===== config.mk =====
export PLATFORM = sky130hd
export DESIGN_NAME = wb_stage_flat
export DESIGN_NICKNAME = d
export VERILOG_FILES = /design/src/rtl/wb_stage_if.sv /design/src/rtl/wb_stage.sv /design/src/flat_wrapper.sv
export SDC_FILE = /design/constraint.sdc
export NUM_CORES = 1
export LEC_CHECK = 0
export ABC_AREA = 1
export CORE_UTILIZATION = 35
export CTS_BUF_LIST = sky130_fd_sc_hd__clkbuf_4
export DETAILED_ROUTE_END_ITERATION = 12
export PLACE_DENSITY = 0.73
export SETUP_SLACK_MARGIN = 0.5
export SYNTH_ARGS = -nofsm -noshare
export SYNTH_HDL_FRONTEND = slang
export SYNTH_SLANG_ARGS = --single-unit
export TNS_END_PERCENT = 30

===== constraint.sdc =====
create_clock -name clk -period 2 [get_ports clk]
set_input_delay 0.4 -clock clk [delete_from_list [all_inputs] [get_ports clk]]
set_output_delay 0.4 -clock clk [all_outputs]
set_load 0.02 [all_outputs]

===== src/rtl/wb_stage_if.sv =====
// M-to-W pipeline bundle for the write-back stage, plus the register-file
// write port and the retired-instruction count that the stage drives.
interface wb_stage_if;
    logic        M_Valid;
    logic [31:0] M_PC;
    logic        M_RegWrite;
    logic [4:0]  M_WAddr;
    logic [31:0] M_ALURes;
    logic [31:0] M_MemData;
    logic [1:0]  M_ByteOff;
    logic [2:0]  M_LoadType;
    logic [1:0]  M_WBSel;
    logic        Stall;
    logic        Flush;
    logic        W_Valid;
    logic        W_RegWrite;
    logic [4:0]  W_WAddr;
    logic [31:0] W_WriteData;
    logic [31:0] W_PC;
    logic [31:0] W_Retired;

    modport master (
        output M_Valid, M_PC, M_RegWrite, M_WAddr, M_ALURes, M_MemData,
               M_ByteOff, M_LoadType, M_WBSel, Stall, Flush,
        input  W_Valid, W_RegWrite, W_WAddr, W_WriteData, W_PC, W_Retired
    );

    modport slave (
        input  M_Valid, M_PC, M_RegWrite, M_WAddr, M_ALURes, M_MemData,
               M_ByteOff, M_LoadType, M_WBSel, Stall, Flush,
        output W_Valid, W_RegWrite, W_WAddr, W_WriteData, W_PC, W_Retired
    );
endinterface


===== src/rtl/wb_stage.sv =====
// Write-back stage register: load extension and source select ahead of the
// W flops, which are the only drivers of the register-file write port.
module wb_stage #(
    parameter logic [31:0] RESET_PC = 32'h0000_3000
) (
    input  logic        clk,
    input  logic        reset,
    wb_stage_if.slave   bus
);

    logic        valid_q,    valid_d;
    logic        regwrite_q, regwrite_d;
    logic [4:0]  waddr_q,    waddr_d;
    logic [31:0] wdata_q,    wdata_d;
    logic [31:0] pc_q,       pc_d;
    logic [31:0] retired_q,  retired_d;

    logic [7:0]  byte_sel;
    logic [15:0] half_sel;
    logic [31:0] load_ext;
    logic [31:0] wb_src;
    logic        write_en;

    always_comb begin
        case (bus.M_ByteOff)
            2'd0:    byte_sel = bus.M_MemData[7:0];
            2'd1:    byte_sel = bus.M_MemData[15:8];
            2'd2:    byte_sel = bus.M_MemData[23:16];
            default: byte_sel = bus.M_MemData[31:24];
        endcase
        half_sel = bus.M_ByteOff[1] ? bus.M_MemData[31:16] : bus.M_MemData[15:0];

        case (bus.M_LoadType)
            3'd1:    load_ext = {{24{byte_sel[7]}}, byte_sel};
            3'd2:    load_ext = {24'd0, byte_sel};
            3'd3:    load_ext = {{16{half_sel[15]}}, half_sel};
            3'd4:    load_ext = {16'd0, half_sel};
            default: load_ext = bus.M_MemData;
        endcase

        case (bus.M_WBSel)
            2'd1:    wb_src = load_ext;
            2'd2:    wb_src = bus.M_PC + 32'd8;
            default: wb_src = bus.M_ALURes;
        endcase

        // $0 is hardwired: the write is dropped but the address is still recorded
        write_en = bus.M_RegWrite && (bus.M_WAddr != 5'd0);
    end

    always_comb begin
        valid_d    = valid_q;
        regwrite_d = regwrite_q;
        waddr_d    = waddr_q;
        wdata_d    = wdata_q;
        pc_d       = pc_q;
        retired_d  = retired_q;

        if (bus.Flush || (!bus.Stall && !bus.M_Valid)) begin
            valid_d    = 1'b0;
            regwrite_d = 1'b0;
            waddr_d    = 5'd0;
            wdata_d    = 32'd0;
            pc_d       = RESET_PC;
        end else if (!bus.Stall) begin
            valid_d    = 1'b1;
            regwrite_d = write_en;
            waddr_d    = bus.M_WAddr;
            wdata_d    = write_en ? wb_src : 32'd0;
            pc_d       = bus.M_PC;
            retired_d  = retired_q + 32'd1;
        end
    end

    always_ff @(posedge clk or negedge reset) begin
        if (!reset) begin
            valid_q    <= 1'b0;
            regwrite_q <= 1'b0;
            waddr_q    <= 5'd0;
            wdata_q    <= 32'd0;
            pc_q       <= RESET_PC;
            retired_q  <= 32'd0;
        end else begin
            valid_q    <= valid_d;
            regwrite_q <= regwrite_d;
            waddr_q    <= waddr_d;
            wdata_q    <= wdata_d;
            pc_q       <= pc_d;
            retired_q  <= retired_d;
        end
    end

    assign bus.W_Valid     = valid_q;
    assign bus.W_RegWrite  = regwrite_q;
    assign bus.W_WAddr     = waddr_q;
    assign bus.W_WriteData = wdata_q;
    assign bus.W_PC        = pc_q;
    assign bus.W_Retired   = retired_q;

endmodule


===== src/flat_wrapper.sv =====
// flat-port wrapper written by rule: the top's interface ports become plain ports
module wb_stage_flat 
#(
    parameter logic [31:0] RESET_PC = 32'h0000_3000
)
  (clk, reset, bus_M_Valid, bus_M_PC, bus_M_RegWrite, bus_M_WAddr, bus_M_ALURes, bus_M_MemData, bus_M_ByteOff, bus_M_LoadType, bus_M_WBSel, bus_Stall, bus_Flush, bus_W_Valid, bus_W_RegWrite, bus_W_WAddr, bus_W_WriteData, bus_W_PC, bus_W_Retired);
  wb_stage_if bus_i ();
  input  logic clk;
  input  logic reset;
  input wire logic [$bits(bus_i.M_Valid)-1:0] bus_M_Valid;
  input wire logic [$bits(bus_i.M_PC)-1:0] bus_M_PC;
  input wire logic [$bits(bus_i.M_RegWrite)-1:0] bus_M_RegWrite;
  input wire logic [$bits(bus_i.M_WAddr)-1:0] bus_M_WAddr;
  input wire logic [$bits(bus_i.M_ALURes)-1:0] bus_M_ALURes;
  input wire logic [$bits(bus_i.M_MemData)-1:0] bus_M_MemData;
  input wire logic [$bits(bus_i.M_ByteOff)-1:0] bus_M_ByteOff;
  input wire logic [$bits(bus_i.M_LoadType)-1:0] bus_M_LoadType;
  input wire logic [$bits(bus_i.M_WBSel)-1:0] bus_M_WBSel;
  input wire logic [$bits(bus_i.Stall)-1:0] bus_Stall;
  input wire logic [$bits(bus_i.Flush)-1:0] bus_Flush;
  output wire logic [$bits(bus_i.W_Valid)-1:0] bus_W_Valid;
  output wire logic [$bits(bus_i.W_RegWrite)-1:0] bus_W_RegWrite;
  output wire logic [$bits(bus_i.W_WAddr)-1:0] bus_W_WAddr;
  output wire logic [$bits(bus_i.W_WriteData)-1:0] bus_W_WriteData;
  output wire logic [$bits(bus_i.W_PC)-1:0] bus_W_PC;
  output wire logic [$bits(bus_i.W_Retired)-1:0] bus_W_Retired;
  assign bus_i.M_Valid = bus_M_Valid;
  assign bus_i.M_PC = bus_M_PC;
  assign bus_i.M_RegWrite = bus_M_RegWrite;
  assign bus_i.M_WAddr = bus_M_WAddr;
  assign bus_i.M_ALURes = bus_M_ALURes;
  assign bus_i.M_MemData = bus_M_MemData;
  assign bus_i.M_ByteOff = bus_M_ByteOff;
  assign bus_i.M_LoadType = bus_M_LoadType;
  assign bus_i.M_WBSel = bus_M_WBSel;
  assign bus_i.Stall = bus_Stall;
  assign bus_i.Flush = bus_Flush;
  assign bus_W_Valid = bus_i.W_Valid;
  assign bus_W_RegWrite = bus_i.W_RegWrite;
  assign bus_W_WAddr = bus_i.W_WAddr;
  assign bus_W_WriteData = bus_i.W_WriteData;
  assign bus_W_PC = bus_i.W_PC;
  assign bus_W_Retired = bus_i.W_Retired;
  wb_stage #(.RESET_PC(RESET_PC)) u_core (.clk(clk), .reset(reset), .bus(bus_i));
endmodule

* After elaboration in Yosys (flattened, before gate mapping)
Index checks and enable logic that the tools add are counted.
Storage, ports and cells: bits in registers 103, word-level logic and storage cells 42, input port bits 114, output and inout port bits 103
Cells by class: eq/ne operators 9, reductions and logical operators 8, add/sub/neg operators 2, bitwise logic cells 2, muxes and demuxes 15
Operators with widths (number):
- $mux 32 | 5
- $pmux 32 s4 | 1
- $pmux 32 s2 | 1
- $add 32x1->32 const B | 1
- $add 32x4->32 const B | 1
- $pmux 8 s3 | 1
- $mux 16 | 1
- $mux 5 | 2
- $eq 3x2->1 const B | 2
- $reduce_bool 5->1 | 1
- $eq 2x1->1 const B | 2
- $eq 2x2->1 const B | 2
- $mux 1 | 4
- $eq 3x1->1 const B | 1
- $eq 3x3->1 const B | 1
- $logic_and 1x1->1 | 2
- $logic_not 1->1 | 2
- $logic_not 2->1 | 1
- $ne 2x1->1 const B | 1
- $not 1->1 | 2
- $reduce_and 2->1 | 1
- $logic_or 1x1->1 | 1

* Depth between registers and ports, before layout
word-level depth 7, gate-level depth with buffers 13, mapped depth without buffers 12

* Worst setup path after synthesis
Ideal clock, no wire load.
path type reg-to-reg, start point register u_core.retired_q[0] (netlist: u_core.bus.W_Retired[0]), end point register u_core.retired_q[24] (netlist: u_core.bus.W_Retired[24]), library setup time 0.124 ns, arrival time 1.618 ns, cell stages (with the launch flop) 8, slack 0.258 ns, required time 1.876 ns, cells stage by stage dfrtp_1 -> ha_1 -> nand3_2 -> nor3_4 -> nand2_2 -> nor2_2 -> nand4_1 -> xor2_1
On the way: cells in the longest elaborated chain, start to end 1
RTL lines:
- start, declared | RTL line wb_stage.sv:16 | logic [31:0] retired_q, retired_d;
- start signal, assigned | RTL line wb_stage.sv:89 | retired_q <= retired_d;
- $add 32x1->32 | RTL line wb_stage.sv:71 | retired_d = retired_q + 32'd1;
Every way passes these cells. A chain may end at the register's enable or synchronous reset.

* Worst setup path in the final report
start point register u_core.retired_q[14] (netlist: u_core.bus.W_Retired[14]), end point register u_core.retired_q[31] (netlist: u_core.bus.W_Retired[31])
The elaborated chain is that of the path after synthesis.

==> impl_metrics.csv <==
group,metric,value,unit
final_layout,syn_to_final_growth,59.9,%
synth,yosys.area_share.simple,0.414,
synth,synthFlopType,"dfrtp_1",
worst_hold_path,min_delay_path_depth,2,
die,fp.dieW,145,µm
place,hpwlAfterDp,20.9,mm
sta,drv_slew,0,
worst_setup_path,start_kind,"flop",
synth,syn-mean-instance-area,6.63,µm²
worst_setup_path,cpPeakStageDelay,0.39,ns
power_and_ir_drop,pwr_density_cell,475,mW/mm²
worst_setup_path,critPathTopFamily,"simple AND/OR/NAND/NOR gates",
die,core,0.0197,mm²
die,die_h,145,µm
die,std_cell_rows,51,
worst_setup_path,cpMostUsedCell,"nand2_1",
synth,synth_xor_area_frac,0.0320,
clock_network,cts.sinks,103,
sta,fin_tns_setup,0,ns
worst_setup_path,crit_slowest_cell,"dfrtp_2",
global_route,grt_max_degree,46,
global_route,antenna_found_initial,3,
worst_setup_path,crit_type,"reg -> reg",
power_and_ir_drop,p_leak,5.91,nW
global_route,grtUsageMet2,0.427,
place,placed_area,0.0103,mm²
synth,synthCells,1073,
synth,yosys-top-cells-area,"dfrtp_1 36%, nand2_1 19%, nor2_1 7.9%, nand3_1 7.0%, inv_1 5.6%",
worst_hold_path,min_to,"u_core.bus.W_PC[5]$_DFFE_PN0P_",
sta,setup_viol,0,
sta,clock_skew,0.0126,ns
synth,synth-compound-area-share,0.0934,
synth,synth_fa_ha_area_frac,0.00704,
routing,drc_errors,0,
worst_setup_path,crit_arrival,2.04,ns
worst_setup_path,worstPathRequired,2.41,ns
synth,synth_top_family_by_area,"simple AND/OR/NAND/NOR gates",
routing,vias_per_cell,4.92,
synth,yosysWarnings,0,
die,fp.dieArea,0.0209,mm²
global_route,gr-usage-met3,0.0424,
worst_setup_path,path_buf_inv,1,
run,drv_cap,0,
die,initial_core_util,0.361,
global_route,grt_pass1_wl,40.8,mm
sta,timing.final.crit_period,1.63,ns
clock_network,path_clk_slew,0.19,ns
global_route,grt_pass1_vias,7826,
clock_network,clockBufferDepth,2,
synth,syn-cell-area,0.00711,mm²
global_route,grt-ovfl-total,0,
synth,synth.net_count,1191,
die,io_pins,217,
synth,synth_cell_types,39,
clock_network,tritoncts,"built",
power_and_ir_drop,peakVddDrop,0.248,mV
worst_setup_path,crit_path_end_kind,"flop",
clock_network,htree_levels,3,
synth,ys_seq_area_frac,0.363,
synth,synth_edf_count,0,
worst_setup_path,reg2regPathDepth,8,
synth,synth_top_cell_area_share,0.355,
sta,timing.slew.headroom,0.701,
sta,rsz0062_at_grt,"true",
worst_setup_path,reg2reg_from,"u_core.bus.W_Retired[14]$_DFFE_PN0P_",
sta,post-route-period-util,0.816,
worst_setup_path,rrSetupSlack,0.37,ns
routing,ant_nets,0,
worst_setup_path,crit_chain,"buf_4 > nand2_1 > nor3_1 > nand2_1 > nand3b_1 > xnor2_1 > nand2_1 > nand2_1",
place,io_buffers,216,
routing,firstDrtPassIters,7,
sta,worst_pin_slew,0.445,ns
routing,vias,8361,
synth,ys_seq_elements,103,
final_layout,finalInstanceArea,0.0114,mm²
clock_network,cts_buffers,9,
status,status,"finished clean",
final_layout,fin_nets,1543,
sta,fmax,0.613,GHz
clock_network,cts_root_buffer,"clkbuf_4",
worst_hold_path,hold_class,"in -> reg",
clock_network,clk_latency,0.49,ns
final_layout,drive_gt1_frac,0.284,
synth,synthMuxAreaShare,0,
global_route,met1_usage,0.337,
sta,finalHoldViolCount,0,
routing,dr.first_iter.drc_count,537,
global_route,grt.busiest_layer,"met2",
synth,async_reset_ff_frac,1.00,
global_route,track_usage,0.260,
routing,wl,28.3,mm
synth,yosysTopAreaCell,"dfrtp_1",
worst_setup_path,r2r-end,"u_core.bus.W_Retired[31]$_DFFE_PN0P_",
worst_hold_path,hp-start,"bus_M_PC[5]",
place,gp_congestion,0.939,
worst_setup_path,crit_path_max_fanout,4,
routing,wire_per_inst,16.7,µm
cells by family after synthesis:
kind of cell	after synthesis
DFF	103
and+or+nand+nor	668
xor gates and xnor gates	26
adders and majority gates	4
AOI/OAI and AO/OA	118
buffers and inverters	154
registers in the layout (all words and copies together) (netlist names):
| signal | count |
|---|---|
| u_core.bus.W_PC | 32 |
| u_core.bus.W_RegWrite | 1 |
| u_core.bus.W_Retired | 32 |
| u_core.bus.W_Valid | 1 |
| u_core.bus.W_WAddr | 5 |
| u_core.bus.W_WriteData | 32 |
cell usage in the layout, fill, tap and decap left out, types with 23 or more instances in the layout:
cell and count:
nand2_1 336, buf_4 139, nor2_1 121, inv_1 103
nand3_1 90, dfrtp_1 89, clkdlybuf4s50_1 83, buf_6 59
o21ai_0 52, a21oi_1 31, dlymetal6s2s_1 28, clkbuf_2 23
routing by layer:
| layer | share of wire | vias to the layer above |
|---|---|---|
| li1 | - | 4102 |
| met1 | 0.42 | 3887 |
| met2 | 0.48 | 321 |
| met3 | 0.066 | 51 |
| met4 | 0.030 | 0 |
| met5 | 0 | - |
where the power goes:
part	switching (mW)	internal, mW
Combinational	1.05	0.970
Sequential	0.0977	2.19
Clock	0.812	0.273
worst reg2reg max path, stage by stage (launching register included):
cell      delay, ns
dfrtp_2        0.39
buf_4          0.15
nand2_1        0.10
nor3_1         0.30
nand2_1        0.13
nand3b_1       0.23
xnor2_1        0.15
nand2_1        0.05
nand2_1        0.04
synthesized netlist by cell type (all sizes together) (4+ instances only):
cell type  instances
nand2            370
nor2             157
nand3            116
inv              113
dfrtp            101
o21ai             62
a21oi             32
clkbuf            23
buf               16
xor2              15
nor3              13
o211ai            11
xnor2             11
a22o               8
nand4              8
ha                 4
worst max-delay path by stage:
stage	startpoint	end	slack, ns	cells past startpoint
global route	u_core.bus.W_Retired[14]$_DFFE_PN0P_	u_core.bus.W_Retired[31]$_DFFE_PN0P_	0.27	8
floorplan	bus_M_WBSel[0]	u_core.bus.W_WriteData[22]$_DFFE_PN0P_	0.43	9
detailed placement	bus_M_PC[4]	u_core.bus.W_WriteData[15]$_DFFE_PN0P_	-0.27	13
global placement	bus_M_PC[8]	u_core.bus.W_WriteData[12]$_DFFE_PN0P_	-0.25	13
finish	u_core.bus.W_Retired[14]$_DFFE_PN0P_	u_core.bus.W_Retired[31]$_DFFE_PN0P_	0.37	8
CTS	u_core.bus.W_Retired[1]$_DFFE_PN0P_	u_core.bus.W_Retired[24]$_DFFE_PN0P_	0.35	8
what timing repair did:
action	4_1_cts	5_1_grt
gates cloned	0	4
endpoints found under the hold margin	30	0
setup endpoints to repair	144	160
setup buffers	36	22
hold buffers	1	0
gates resized for setup	373	239
pin swaps	8	41
cell type report:
| class | count | area (µm²) |
|---|---|---|
| clock inverter | 7 | 55.1 |
| multi-input combinational | 817 | 4310 |
| sequential | 103 | 2590 |
| timing repair buffer | 379 | 3570 |
| fill | 1844 | 8350 |
| inverter | 115 | 439 |
| antenna | 3 | 7.51 |
| clock buffer | 9 | 67.6 |
| tap | 265 | 332 |
per-stage QoR:
stage / hold WS [ns] / instances / util / power, mW / setup WS [ns]
floorplan: 0.104 / 1073 / - / 3.07 / 0.425
global placement: 0.375 / 1616 / 0.521 / 3.94 / -0.248
detailed placement: 0.378 / 1616 / 0.521 / 3.95 / -0.274
CTS: 0.356 / 1669 / 0.543 / 5.18 / 0.350
global route: 0.236 / 1696 / 0.576 / 5.66 / 0.272
finish: 0.255 / 1698 / 0.577 / 5.40 / 0.367
Note: power is estimated with default switching activity, not from simulation.
